==> src/rtl/gate_array_pipe.sv <==
`default_nettype none
// ============================================================================
//  Module      : gate_array_pipe
//  Description : Pipelined NUM_IN-operand bitwise gate unit with valid/ready
//                handshakes and a completed-output transaction counter.
//  Revision    : 1.0  initial release
// ============================================================================
module gate_array_pipe #(
  parameter int WIDTH  = 8,
  parameter int NUM_IN = 4,
  parameter int STAGES = 2,
  parameter int CNT_W  = 16
) (
  input  logic                    clk,
  input  logic                    rst,
  input  logic [NUM_IN*WIDTH-1:0] in_data,
  input  logic [2:0]              in_op,
  input  logic                    in_valid,
  output logic                    in_ready,
  output logic [WIDTH-1:0]        out_data,
  output logic                    out_err,
  output logic                    out_valid,
  input  logic                    out_ready,
  output logic [CNT_W-1:0]        txn_count
);

  localparam logic [2:0] c_op_or   = 3'd0;
  localparam logic [2:0] c_op_and  = 3'd1;
  localparam logic [2:0] c_op_xor  = 3'd2;
  localparam logic [2:0] c_op_nor  = 3'd3;
  localparam logic [2:0] c_op_nand = 3'd4;
  localparam logic [2:0] c_op_xnor = 3'd5;
  localparam logic [2:0] c_op_pass = 3'd6;

  logic [WIDTH-1:0] w_or;
  logic [WIDTH-1:0] w_and;
  logic [WIDTH-1:0] w_xor;
  logic [WIDTH-1:0] w_res;
  logic             w_err;
  logic             w_stall;

  logic [WIDTH-1:0] r_data  [STAGES];
  logic             r_err   [STAGES];
  logic             r_valid [STAGES];
  logic [CNT_W-1:0] r_txn;

  // Reduce all operands once; each opcode then just selects or inverts.
  always_comb begin
    w_or  = '0;
    w_and = '1;
    w_xor = '0;
    for (int k = 0; k < NUM_IN; k++) begin
      w_or  = w_or  | in_data[k*WIDTH +: WIDTH];
      w_and = w_and & in_data[k*WIDTH +: WIDTH];
      w_xor = w_xor ^ in_data[k*WIDTH +: WIDTH];
    end
  end

  always_comb begin
    w_res = '0;
    w_err = 1'b0;
    case (in_op)
      c_op_or:   w_res = w_or;
      c_op_and:  w_res = w_and;
      c_op_xor:  w_res = w_xor;
      c_op_nor:  w_res = ~w_or;
      c_op_nand: w_res = ~w_and;
      c_op_xnor: w_res = ~w_xor;
      c_op_pass: w_res = in_data[WIDTH-1:0];
      default: begin
        w_res = '0;
        w_err = 1'b1;
      end
    endcase
  end

  assign w_stall  = r_valid[STAGES-1] && !out_ready;
  // Held low during reset so nothing is accepted on a reset cycle.
  assign in_ready = !w_stall && !rst;

  // Whole pipe advances together; bubbles travel with the data.
  always_ff @(posedge clk) begin
    if (rst) begin
      for (int s = 0; s < STAGES; s++) begin
        r_data[s]  <= '0;
        r_err[s]   <= 1'b0;
        r_valid[s] <= 1'b0;
      end
    end else if (!w_stall) begin
      r_data[0]  <= w_res;
      r_err[0]   <= w_err;
      r_valid[0] <= in_valid;
      for (int s = 1; s < STAGES; s++) begin
        r_data[s]  <= r_data[s-1];
        r_err[s]   <= r_err[s-1];
        r_valid[s] <= r_valid[s-1];
      end
    end
  end

  always_ff @(posedge clk) begin
    if (rst) begin
      r_txn <= '0;
    end else if (r_valid[STAGES-1] && out_ready) begin
      r_txn <= r_txn + CNT_W'(1);
    end
  end

  assign out_data  = r_data[STAGES-1];
  assign out_err   = r_err[STAGES-1];
  assign out_valid = r_valid[STAGES-1];
  assign txn_count = r_txn;

endmodule
`default_nettype wire

==> config.mk <==
export PLATFORM = sky130hd
export DESIGN_NAME = gate_array_pipe
export DESIGN_NICKNAME = d
export VERILOG_FILES = /design/src/rtl/gate_array_pipe.sv
export SDC_FILE = /design/constraint.sdc
export NUM_CORES = 1
export LEC_CHECK = 0
export CAP_MARGIN = 25
export CORE_MARGIN = 1.5
export CORE_UTILIZATION = 49
export DETAILED_ROUTE_END_ITERATION = 10
export PLACE_DENSITY = 0.82
export SLEW_MARGIN = 20
export SYNTH_ARGS = -nofsm -noshare
export SYNTH_HDL_FRONTEND = slang
export SYNTH_SLANG_ARGS = --single-unit
==> constraint.sdc <==
create_clock -name clk -period 2.37 [get_ports clk]
set_clock_uncertainty 0.1 [all_clocks]
set_input_delay 0.474 -clock clk [delete_from_list [all_inputs] [get_ports clk]]
set_output_delay 0.474 -clock clk [all_outputs]
set_load 0.005 [all_outputs]
Yosys cells after proc, flatten, opt, wreduce, memory -nomap -nowiden
Memories as Yosys holds them, arrays and structs flattened.
Cells that the tools add are included.
{"block": "word_totals", "register_bits": 16, "latchBits": 0, "ramBits": 20, "rom_bits": 0, "in_bits": 39, "output_inout_bits": 27, "mem_count": 3}
{"block": "classes", "n_addsub": 1, "n_mul": 0, "div_mod_pow": 0, "n_lt_le_gt_ge": 0, "n_eq_ne": 6, "n_shift": 0, "n_mux": 13, "bitwise": 18, "n_reduce_logical": 8}
{"name": "r_data", "depth": 2, "width": 8, "rd": 2, "rd_clocked_by_memory_dff": 0, "wr": 2, "line_no": "42", "rtl": "logic [WIDTH-1:0] r_data [STAGES];"}
{"name": "r_err", "depth": 2, "width": 1, "rd": 2, "rd_clocked_by_memory_dff": 0, "wr": 2, "line_no": "43", "rtl": "logic r_err [STAGES];"}
{"name": "r_valid", "depth": 2, "width": 1, "rd": 2, "rd_clocked_by_memory_dff": 0, "wr": 2, "line_no": "44", "rtl": "logic r_valid [STAGES];"}
{"op": "$pmux 8 s7", "n": 1}
{"op": "$and 8x8->8", "n": 3}
{"op": "$not 8->8", "n": 3}
{"op": "$or 8x8->8", "n": 3}
{"op": "$xor 8x8->8", "n": 3}
{"op": "$add 16x1->16 const B", "n": 1}
{"op": "$mux 8", "n": 2}
{"op": "$mux 1", "n": 10}
{"op": "$eq 3x3->1 const B", "n": 3}
{"op": "$reduce_or 7->1", "n": 1}
{"op": "$eq 3x2->1 const B", "n": 2}
{"op": "$or 1x1->1", "n": 6}
{"op": "$eq 3x1->1 const B", "n": 1}
{"op": "$logic_and 1x1->1", "n": 3}
{"op": "$logic_not 1->1", "n": 3}
{"op": "$logic_not 3->1", "n": 1}

Depth between registers and ports, before layout
Gate-level depths: netlist of run 1.
{"block": "logic_depth", "depth_word": 6, "depth_mapped": 6, "mapped_depth_nobuf": 6}

Worst setup path before layout of run 1
Ideal clock, no wire load.
{"block": "synth_timing", "path_kind": "input port to flip-flop", "from": "input port in_data[4]", "to": "memory r_data[0][4] (data pin)", "setup_ns": 0.267, "t_arrival_ns": 1.484, "required_ns": 2.003, "slack_ns": 0.519, "cell_stages": 6, "n_path_buf": 0, "cell_sequence": "inv_1 -> ha_1 -> xnor3_1 -> a211oi_1 -> a211oi_1 -> nor3_1"}
{"item": "start: declaration", "line_no": "16", "rtl": "input logic [NUM_IN*WIDTH-1:0] in_data,"}
{"item": "end: declaration", "line_no": "42"}

Worst setup path after layout of run 1
{"block": "layout_timing", "from": "input port out_ready", "to": "output port in_ready"}
{"block": "layout_via", "elab_chain_cells": 4}
{"item": "start: declaration", "line_no": "23", "rtl": "input logic out_ready,"}
{"item": "$logic_not 1->1", "line_no": "77", "rtl": "assign w_stall = r_valid[STAGES-1] && !out_ready;"}
{"item": "$logic_and 1x1->1", "line_no": "77"}
{"item": "$logic_not 1->1"}
{"item": "$logic_and 1x1->1", "line_no": "79", "rtl": "assign in_ready = !w_stall && !rst;"}
{"item": "end: declaration", "line_no": "19", "rtl": "output logic in_ready,"}
No other way between the ends.

==> flow_summary_export.csv, run 1 <==
group,metric,value,unit
finish,drive_gt1_share,11.1,%
clock_tree,h-tree-depth,2,
power,vdd_drop_max,0.247,mV
logic_synthesis,synth.net_count,330,
clock_tree,ctsResizeCount,0,
placement,place_congestion,0.839,
sta,finalHoldViolCount,0,
finish,final_common_cell,"clkdlybuf4s50_1",
die,die_h,75.3,µm
logic_synthesis,ys_seq_area_share,35.9,%
worst_setup_path,worst_ep_arrival_time,1660,ps
clock_tree,tritoncts,"built",
finish,stdcell_count,421,
finish,fill_cells,405,
detailed_routing,drt_iter0_drc,89,
placement,place_area,3360,µm²
die,die_w,75.3,µm
logic_synthesis,syn-mean-instance-area,9.35,µm²
sta,setup_viol,0,
power,p_int,1.22,mW
logic_synthesis,synth_top_area_cell,"edfxtp_1",
logic_synthesis,synth_top_flop_cell,"edfxtp_1",
power,powerDensity,456,nW/µm²
hold_path,hp-class,"reg2reg",
hold_path,min_from,"txn_count[1]",
global_routing,grt.total_usage,21.0,%
detailed_routing,vias,2258,
logic_synthesis,synthArstFlopShare,0,%
clock_tree,numCtsBuffers,5,
clock_tree,root_buffer,"clkbuf_8",
die,die-area,5670,µm²
flow_run,max-cap-violations,0,
logic_synthesis,synth_edf_count,20,
global_routing,overflow,0,
power,pwr-share-seq,44.1,%
clock_tree,postCtsSetupBuffers,0,
logic_synthesis,yosysWarnings,0,
detailed_routing,wirelength,5620,µm
detailed_routing,firstDrtPassIters,4,
logic_synthesis,syn_area,2560,µm²
detailed_routing,drc,0,
detailed_routing,vias_per_cell,5.36,
placement,dp_slack,-72.1,ps
clock_tree,path_clk_slew,70,ps
worst_setup_path,path_class,"in2out",
power,switching_share,23.3,%
worst_setup_path,cp_max_fo,3,
global_routing,grt_pass1_wl,9230,µm
finish,mostFrequentLayoutCells,"clkdlybuf4s50_1 (65), buf_4 (23), inv_1 (22), nor2_1 (22), edfxtp_1 (20)",
logic_synthesis,ys_seq_elements,36,
detailed_routing,avgRoutedWirePerCell,13.4,µm
finish,final_cell_area,3490,µm²
logic_synthesis,synthTopCellsByArea,"edfxtp_1 (23%), dfxtp_1 (13%), ha_1 (8.3%)",
die,initial_utilization,50.5,%
detailed_routing,postRouteAntennaNets,0,
worst_setup_path,max_stage_delay,440,ps
sta,period_minus_slack,2230,ps
clock_tree,hold_buffers,0,
sta,relSlewSlack,74.6,%
worst_setup_path,critPathCaptureType,"primary output",
sta,finalWorstSetupSlack,135,ps
global_routing,antenna_found_initial,0,
power,power_leakage,1.47,nW
sta,period_share,94.3,%
run_status,status,"finished, final reports clean",
placement,port_buffers,65,
clock_tree,clkLatencyLatePin,290,ps
logic_synthesis,synth_top_area_share,23.4,%
clock_tree,clock_path_buffers,2,
die,io_pins,66,
sta,max_freq,447,MHz
die,row_count,26,
logic_synthesis,synthDistinctLibCells,45,
finish,antenna_cells,0,
worst_setup_path,crit_path_start,"out_ready",
sta,drv_slew,0,
sta,hold_slack,407,ps
power,switchingPower,0.370,mW
placement,dp_hpwl,4390,µm
sta,rsz0062_at_grt,"no",
global_routing,grt_max_degree,20,
clock_tree,cts.sinks,36,
logic_synthesis,synthCells,274,
die,fp.coreArea,5070,µm²
finish,area_growth,36.0,%
placement,post-place-cells,413,
power,p_clk_share,34.1,%
finish,fin_util,68.7,%
power,p_comb_share,21.8,%
worst_setup_path,r2r_slack,550,ps
worst_setup_path,critPathSlowestCell,"clkdlybuf4s50_1",
worst_setup_path,crit_required,1800,ps
worst_setup_path,worstPathCellList,"clkdlybuf4s50_1 -> nor2b_1 -> nor2_1 -> clkdlybuf4s50_1",
finish,nets,406,
global_routing,grt_pass1_vias,2113,
worst_setup_path,crit_top_cell,"clkdlybuf4s50_1",
sta,tightest_slew,378,ps
worst_setup_path,rr_startpoint,"txn_count[0]",
worst_setup_path,startpoint_type,"input pin",
critical path, delay by kind of cell:
family / cells / cell delay [ps]
AND/OR/NAND/NOR: 2 / 310
buffers and inverters: 2 / 880
cell families after synthesis:
| logic type | synth area share, % |
|---|---|
| compound gates | 11.6 |
| xor+xnor | 9.72 |
| fa+ha+maj | 8.30 |
| buf+inv | 7.47 |
| flops | 35.9 |
| mux | 2.39 |
| simple gates | 24.6 |
metrics by stage:
step / power (mW) / TNS [ps]
after floorplan: 0.904 / 0
after global placement: 1.05 / -35.9
after detailed placement: 1.06 / -166
after CTS: 1.61 / 0
after global routing: 1.67 / 0
final: 1.59 / 0
state kept, by name (all words and copies together) (netlist names):
name       cells
r_data        16
r_err          2
r_valid        2
txn_count     16
layer usage:
layer  track usage (%)  share of wire (%)  vias to the layer above
met3              4.10                6.2                        8
met1              25.7                 41                     1033
li1                  -                  -                     1131
met2              37.7                 51                       86
met4              5.95                1.3                        0
met5                 0                  0                        -
final cells by class:
cell class	count	area, µm²	share of cell area, %
multi-input combinational	197	1450	41.6
sequential	36	921	26.4
timing repair buffer	88	823	23.6
clock buffer	8	121	3.48
tap	70	87.6	2.51
inverter	22	82.6	2.37
power by group through the flow:
| stage | clock network, mW | logic [mW] | registers (mW) |
|---|---|---|---|
| CTS | 0.558 | 0.349 | 0.702 |
| finish | 0.542 | 0.347 | 0.701 |
| global placement | 0 | 0.336 | 0.715 |
| floorplan | 0 | 0.189 | 0.715 |
| global route | 0.589 | 0.382 | 0.704 |
| detailed placement | 0 | 0.346 | 0.716 |
synthesized netlist by cell type, drive strengths merged (2+ instances only):
| cell type | count |
|---|---|
| a211oi | 4 |
| a21oi | 9 |
| a31o | 5 |
| a31oi | 6 |
| and3 | 11 |
| and4b | 2 |
| buf | 13 |
| clkbuf | 6 |
| dfxtp | 16 |
| edfxtp | 20 |
| ha | 17 |
| inv | 22 |
| mux2i | 5 |
| nand2 | 18 |
| nand2b | 6 |
| nand3 | 9 |
| nand4 | 5 |
| nor2 | 22 |
| nor2b | 8 |
| nor3 | 12 |
| nor3b | 6 |
| nor4 | 4 |
| nor4b | 3 |
| o21ai | 3 |
| o221ai | 5 |
| o311a | 2 |
| o31ai | 5 |
| or3 | 2 |
| xnor2 | 12 |
| xnor3 | 3 |
| xor2 | 6 |
path summary, 6_finish.rpt:
path | end | cells after the start
worst max register to register | txn_count[14] | 5
worst min-delay path | txn_count[1] | 2
worst min register to register | txn_count[1] | 2
worst max-delay path | in_ready | 4
No activity file was read; power rests on OpenSTA's default activity.
==> inputs of run 2 (changes only) <==
--- a/config.mk
+++ b/config.mk
@@ -8,6 +8,7 @@
 export CAP_MARGIN = 25
 export CORE_MARGIN = 1.5
 export CORE_UTILIZATION = 49
+export CTS_CLUSTER_DIAMETER = 100
 export DETAILED_ROUTE_END_ITERATION = 10
 export PLACE_DENSITY = 0.82
 export SLEW_MARGIN = 20
==> results of run 2 <==
No change in the layout: final DEF, timing and power equal those of run 1.
